`src/rtl/sha_block_sequencer.sv`:
```
// Streaming SHA-256 padder: packs message bytes into 512-bit blocks, appends the 0x80 marker,
// zero fill and 64-bit big-endian bit length, and emits blocks over a valid/ready handshake.
module sha_block_sequencer #(
    parameter int LEN_W      = 32,
    parameter int BLOCK_BITS = 512  // must be 512; byte indexing below assumes 64-byte blocks
) (
    input  logic                  clk,
    input  logic                  rst_n,
    input  logic [7:0]            s_data,
    input  logic                  s_valid,
    input  logic                  s_last,
    output logic                  s_ready,
    output logic [BLOCK_BITS-1:0] blk_data,
    output logic                  blk_valid,
    input  logic                  blk_ready,
    output logic                  blk_first,
    output logic                  blk_last
);

    typedef enum logic [2:0] {
        FILL,
        EMIT_MID,
        EMIT_PRE,
        EMIT_FINAL,
        EXTRA
    } state_t;

    state_t                  state_q, state_d;
    logic [5:0]              ptr_q, ptr_d, ptr_inc;
    logic [LEN_W-1:0]        cnt_q, cnt_d, cnt_inc;
    logic                    first_q, first_d;
    logic                    pend_q, pend_d;
    logic [BLOCK_BITS-1:0]   buf_q, buf_d;
    logic [63:0]             len_inc, len_cur;

    assign ptr_inc = ptr_q + 6'd1;
    assign cnt_inc = cnt_q + LEN_W'(1);

    always_comb begin
        len_inc = '0;
        len_cur = '0;
        len_inc[LEN_W+2:0] = {cnt_inc, 3'b000};
        len_cur[LEN_W+2:0] = {cnt_q, 3'b000};
    end

    // Byte position p lives at bits {~p,3'b000} +: 8, i.e. byte 0 in the top byte lane.
    // NOTE: every variable assigned here gets a default first, so no path can infer a latch.
    always_comb begin
        state_d   = state_q;
        ptr_d     = ptr_q;
        cnt_d     = cnt_q;
        first_d   = first_q;
        pend_d    = pend_q;
        buf_d     = buf_q;
        s_ready   = 1'b0;
        blk_valid = 1'b0;

        case (state_q)
            FILL: begin
                s_ready = 1'b1;
                if (s_valid) begin
                    buf_d[{~ptr_q, 3'b000} +: 8] = s_data;
                    ptr_d = ptr_inc;
                    cnt_d = cnt_inc;
                    if (s_last) begin
                        if (ptr_q != 6'd63) begin
                            buf_d[{~ptr_inc, 3'b000} +: 8] = 8'h80;
                        end
                        if (ptr_q <= 6'd54) begin
                            buf_d[63:0] = len_inc;
                            state_d     = EMIT_FINAL;
                        end else begin
                            pend_d  = (ptr_q == 6'd63);
                            state_d = EMIT_PRE;
                        end
                    end else if (ptr_q == 6'd63) begin
                        state_d = EMIT_MID;
                    end
                end
            end

            EMIT_MID, EMIT_PRE, EMIT_FINAL: begin
                blk_valid = 1'b1;
                if (blk_ready) begin
                    buf_d   = '0;
                    ptr_d   = '0;
                    first_d = 1'b0;
                    case (state_q)
                        EMIT_MID: state_d = FILL;
                        EMIT_PRE: state_d = EXTRA;
                        default: begin
                            state_d = FILL;
                            cnt_d   = '0;
                            first_d = 1'b1;
                        end
                    endcase
                end
            end

            EXTRA: begin
                buf_d = '0;
                if (pend_q) begin
                    buf_d[BLOCK_BITS-1 -: 8] = 8'h80;
                end
                buf_d[63:0] = len_cur;
                pend_d      = 1'b0;
                state_d     = EMIT_FINAL;
            end

            default: state_d = FILL;
        endcase
    end

    // NOTE: the block buffer is plain flops (not a RAM), so resetting it is cheap and keeps
    // blk_data at zero out of reset.
    // NOTE: sequential state uses non-blocking assignments so all flops update together.
    always_ff @(posedge clk or negedge rst_n) begin
        if (!rst_n) begin
            state_q <= FILL;
            ptr_q   <= '0;
            cnt_q   <= '0;
            first_q <= 1'b1;
            pend_q  <= 1'b0;
            buf_q   <= '0;
        end else begin
            state_q <= state_d;
            ptr_q   <= ptr_d;
            cnt_q   <= cnt_d;
            first_q <= first_d;
            pend_q  <= pend_d;
            buf_q   <= buf_d;
        end
    end

    assign blk_data  = buf_q;
    assign blk_first = blk_valid & first_q;
    assign blk_last  = (state_q == EMIT_FINAL);

endmodule

```
`config.mk`:
```
export PLATFORM = sky130hd
export DESIGN_NAME = sha_block_sequencer
export DESIGN_NICKNAME = d
export VERILOG_FILES = /design/src/rtl/sha_block_sequencer.sv
export SDC_FILE = /design/constraint.sdc
export NUM_CORES = 1
export LEC_CHECK = 0
export ABC_AREA = 1
export BUFFER_PORTS_ARGS = -buffer_cell sky130_fd_sc_hd__buf_2
export CORE_UTILIZATION = 35
export DETAILED_ROUTE_END_ITERATION = 16
export HOLD_SLACK_MARGIN = 0.15
export PLACE_DENSITY = 0.55
export SETUP_SLACK_MARGIN = 0.15
export SYNTH_ARGS = -nofsm -noshare
export SYNTH_HDL_FRONTEND = slang
export SYNTH_SLANG_ARGS = --single-unit
```
`constraint.sdc`:
```
create_clock -name clk -period 7.7 [get_ports clk]
set_clock_uncertainty 0.05 [all_clocks]
set_input_delay 0 -clock clk [delete_from_list [all_inputs] [get_ports clk]]
set_output_delay 0 -clock clk [all_outputs]
set_load 0.02 [all_outputs]
```
==> results.sh <==
export IMPL_status="finished, final reports clean"
export IMPL_grt_pass1_wl_mm=173
export IMPL_dp_cells=4823
export IMPL_yosysUniqueCellTypes=53
export IMPL_cts_max_level=3
export IMPL_slowest_stage="inv_2"
export IMPL_dieArea_mm2=0.0802
export IMPL_syn_nets=3417
export IMPL_pin_count=529
export IMPL_synth_compound_area_share_pct=14.2
export IMPL_fin_crit_ns=5.10
export IMPL_grt_overflow_total=0
export IMPL_fin_cells=4960
export IMPL_hold_violations=0
export IMPL_rows=102
export IMPL_cp_top_family="simple AND/OR/NAND/NOR gates"
export IMPL_drc=0
export IMPL_max_freq_mhz=196
export IMPL_gp_congestion=0.895
export IMPL_num_antenna_cells=0
export IMPL_antenna_found_initial=2
export IMPL_combinationalPowerShare_pct=31.6
export IMPL_synth_top_family_by_area="simple AND/OR/NAND/NOR gates"
export IMPL_wl_mm=118
export IMPL_most_common_layout_cells="nand2_1, dfrtp_1, buf_2"
export IMPL_yosysWarnings=0
export IMPL_syn_inst=3397
export IMPL_clockBufferDepth=3
export IMPL_ff2ff_setup_slack_ns=2.60
export IMPL_power_total_mw=9.40
export IMPL_finalSetupTns_ns=0
export IMPL_fin_crit_sh_pct=66.2
export IMPL_cts_root_buf="clkbuf_16"
export IMPL_die_width_um=283
export IMPL_final_common_cell="nand2_1"
export IMPL_p_switching_mw=3.85
export IMPL_synth_seq_cells=555
export IMPL_setup_worst_path_class="flop to flop"
export IMPL_drt_iter0_drc=2372
export IMPL_gr_usage_all_layers_pct=28.7
export IMPL_rsz0062_at_grt="no"
export IMPL_relSlewSlack_pct=16.9
export IMPL_muxShareOfSynthArea_pct=2.97
export IMPL_start_util_pct=35.5
export IMPL_antenna_left=0
export IMPL_wl_per_cell_um=23.8
export IMPL_avgViaCountPerCell=5.36
export IMPL_fp_dieH_um=283
export IMPL_first_pass_iters=7
export IMPL_cpPeakStageDelay_ns=0.82
export IMPL_drv_slew=0
export IMPL_synth_top_area_share_pct=50.1
export IMPL_p_int_mw=5.55
export IMPL_seqPwrFrac_pct=33.3
export IMPL_ys_top_cells_by_area="dfrtp_1, nand2_1, o21ai_0"
export IMPL_peakVddDrop_mv=0.241
export IMPL_io_buffers=528
export IMPL_drv_cap=0
export IMPL_clock_power_share_pct=35.1
export IMPL_cp_num_buf_inv=3
export IMPL_numCtsBuffers=68
export IMPL_power_leakage_nw=17.9
export IMPL_area_delta_synth_final_pct=21.5
export IMPL_vias=26565
export IMPL_layout_nets=3890
export IMPL_hold_path_class="flop to flop"
export IMPL_grt_max_degree=155
export IMPL_n_fill_cell=7940
export IMPL_required_ns=8.13
export IMPL_swShare_pct=41.0
export IMPL_synth_xor_area_share_pct=0.285
export IMPL_end_kind="flop"
export IMPL_core_area_mm2=0.0778
export IMPL_postSynthAreaPerCell_um2=8.15
export IMPL_drive_gt1_share_pct=20.2
export IMPL_path_clk_slew_ns=0.06
export IMPL_cts_num_sinks=555
export IMPL_synth_simple_gate_area_share_pct=25.7
export IMPL_cts_tree="done"
export IMPL_dp_hpwl_mm=80.8
export IMPL_cpMostUsedCell="nand2_1"
export IMPL_worst_setup_path_start_kind="flop"
export IMPL_worstMarginPinSlew_ns=1.24
export IMPL_grt_pass1_vias=24998
export IMPL_cp_arrival_ns=5.53
export IMPL_yosys_area_share_adder_pct=0.316
export IMPL_pwr_density_cell_mw_per_mm2=280
export IMPL_path_max_fanout=38
export IMPL_cts_resized=0
export IMPL_synth_top_cell_by_area="dfrtp_1"
export IMPL_clock_latency_ns=0.62
export IMPL_crit_chain="ha_1 -> nand2_1 -> inv_2 -> nand2_1 -> nand2_1 -> nand2_2 -> inv_2 -> o21ai_1 -> nand2_1 -> inv_2 -> nor2_1 -> nand2_1 -> nand2_2 -> nand2_2 -> nand3_1 -> o31ai_1"
export IMPL_synth_seq_area_share_pct=50.2
export IMPL_synth_area_mm2=0.0277
export IMPL_setup_violations=0
==> stage by stage <==
step           area (um^2)  worst slack, ns  hold slack, ns  util [%]
2_1_floorplan        27700             5.05          -0.346         -
3_3_place_gp         31200             2.79         -0.0351      40.0
3_5_place_dp         31200             2.68         -0.0254      40.0
4_1_cts              33600             2.65           0.371      43.2
5_1_grt              33600             2.22           0.424      43.2
6_report             33600             2.60           0.415      43.2
==> cells by family after synthesis <==
| kind of cell | after synthesis |
|---|---|
| AND/OR/NAND/NOR | 1679 |
| flip-flops | 555 |
| adder cells (fa/ha/maj) | 7 |
| buffers and inverters | 424 |
| AO/OA/AOI/OAI | 641 |
| XOR/XNOR | 9 |
| multiplexers | 82 |
==> power groups by stage <==
stage / Sequential [mW] / Clock, mW / Combinational (mW)
6_report: 3.13 / 3.30 / 2.97
5_1_grt: 3.14 / 3.45 / 3.17
4_1_cts: 3.13 / 3.35 / 2.96
3_5_place_dp: 3.18 / 0 / 2.93
3_3_place_gp: 3.18 / 0 / 2.94
2_1_floorplan: 3.23 / 0 / 1.80
==> what timing repair did <==
| item | CTS | global route |
|---|---|---|
| hold endpoints to repair | 609 | 0 |
| setup buffers | 0 | 0 |
| hold buffers | 17 | 0 |
| setup endpoints to repair | 0 | 0 |
==> sequential cells by signal, indices dropped and copies added (netlist names) <==
| name | cells |
|---|---|
| blk_data | 512 |
| state_q | 3 |
| first_q | 1 |
| ptr_q | 6 |
| cnt_q | 32 |
| pend_q | 1 |
==> cell type report <==
type	count	area, um^2	area share, %
flip-flops and latches	555	13900	41.3
multi-input cells	2418	12100	35.9
clock buffers	96	1940	5.77
clock inverters	24	312	0.927
repair buffers	585	3180	9.45
inverters	242	916	2.72
well taps	1040	1300	3.87
==> cell usage after synthesis (all sizes together) <==
cell	instances
mux2i	82
a21boi	5
a32o	1
buf	98
dfrtp	554
o21bai	7
o21ai	299
o211ai	56
nand3	259
a22o	1
clkinv	6
o2111ai	46
o31ai	37
a32oi	1
nand2	1038
a221oi	1
and2	1
o21a	2
dfstp	1
a21o	1
nor3	50
o22ai	41
nor4	7
inv	236
a31oi	6
a22oi	41
ha	7
xor2	9
nand3b	1
clkbuf	84
o221ai	5
nand4	50
a21oi	91
nor3b	1
nor2	260
or2	12
==> tightest hold or removal path, stage by stage (launching register included) <==
cell	delay [ns]
dfrtp_1	0.34
nand2_1	0.05
nand2_1	0.04
==> layer usage <==
metal | vias to the layer above | share of wire [%] | track usage [%]
li1 | 12329 | - | -
met1 | 13052 | 43 | 38.9
met2 | 1015 | 46 | 45.5
met3 | 169 | 6.7 | 5.08
met4 | 0 | 3.7 | 11.0
met5 | - | 0 | 0
==> final timing paths <==
check                              start            end  cells past startpoint
hold / removal             blk_data[113]  blk_data[113]                      2
hold reg to reg            blk_data[113]  blk_data[113]                      2
setup / recovery                ptr_q[0]  blk_data[426]                     16
setup reg to reg                ptr_q[0]  blk_data[426]                     16
max in group asynchronous          rst_n  blk_data[329]                      5
min in group asynchronous          rst_n       cnt_q[9]                      4
Note: power is estimated with default switching activity, not from simulation.
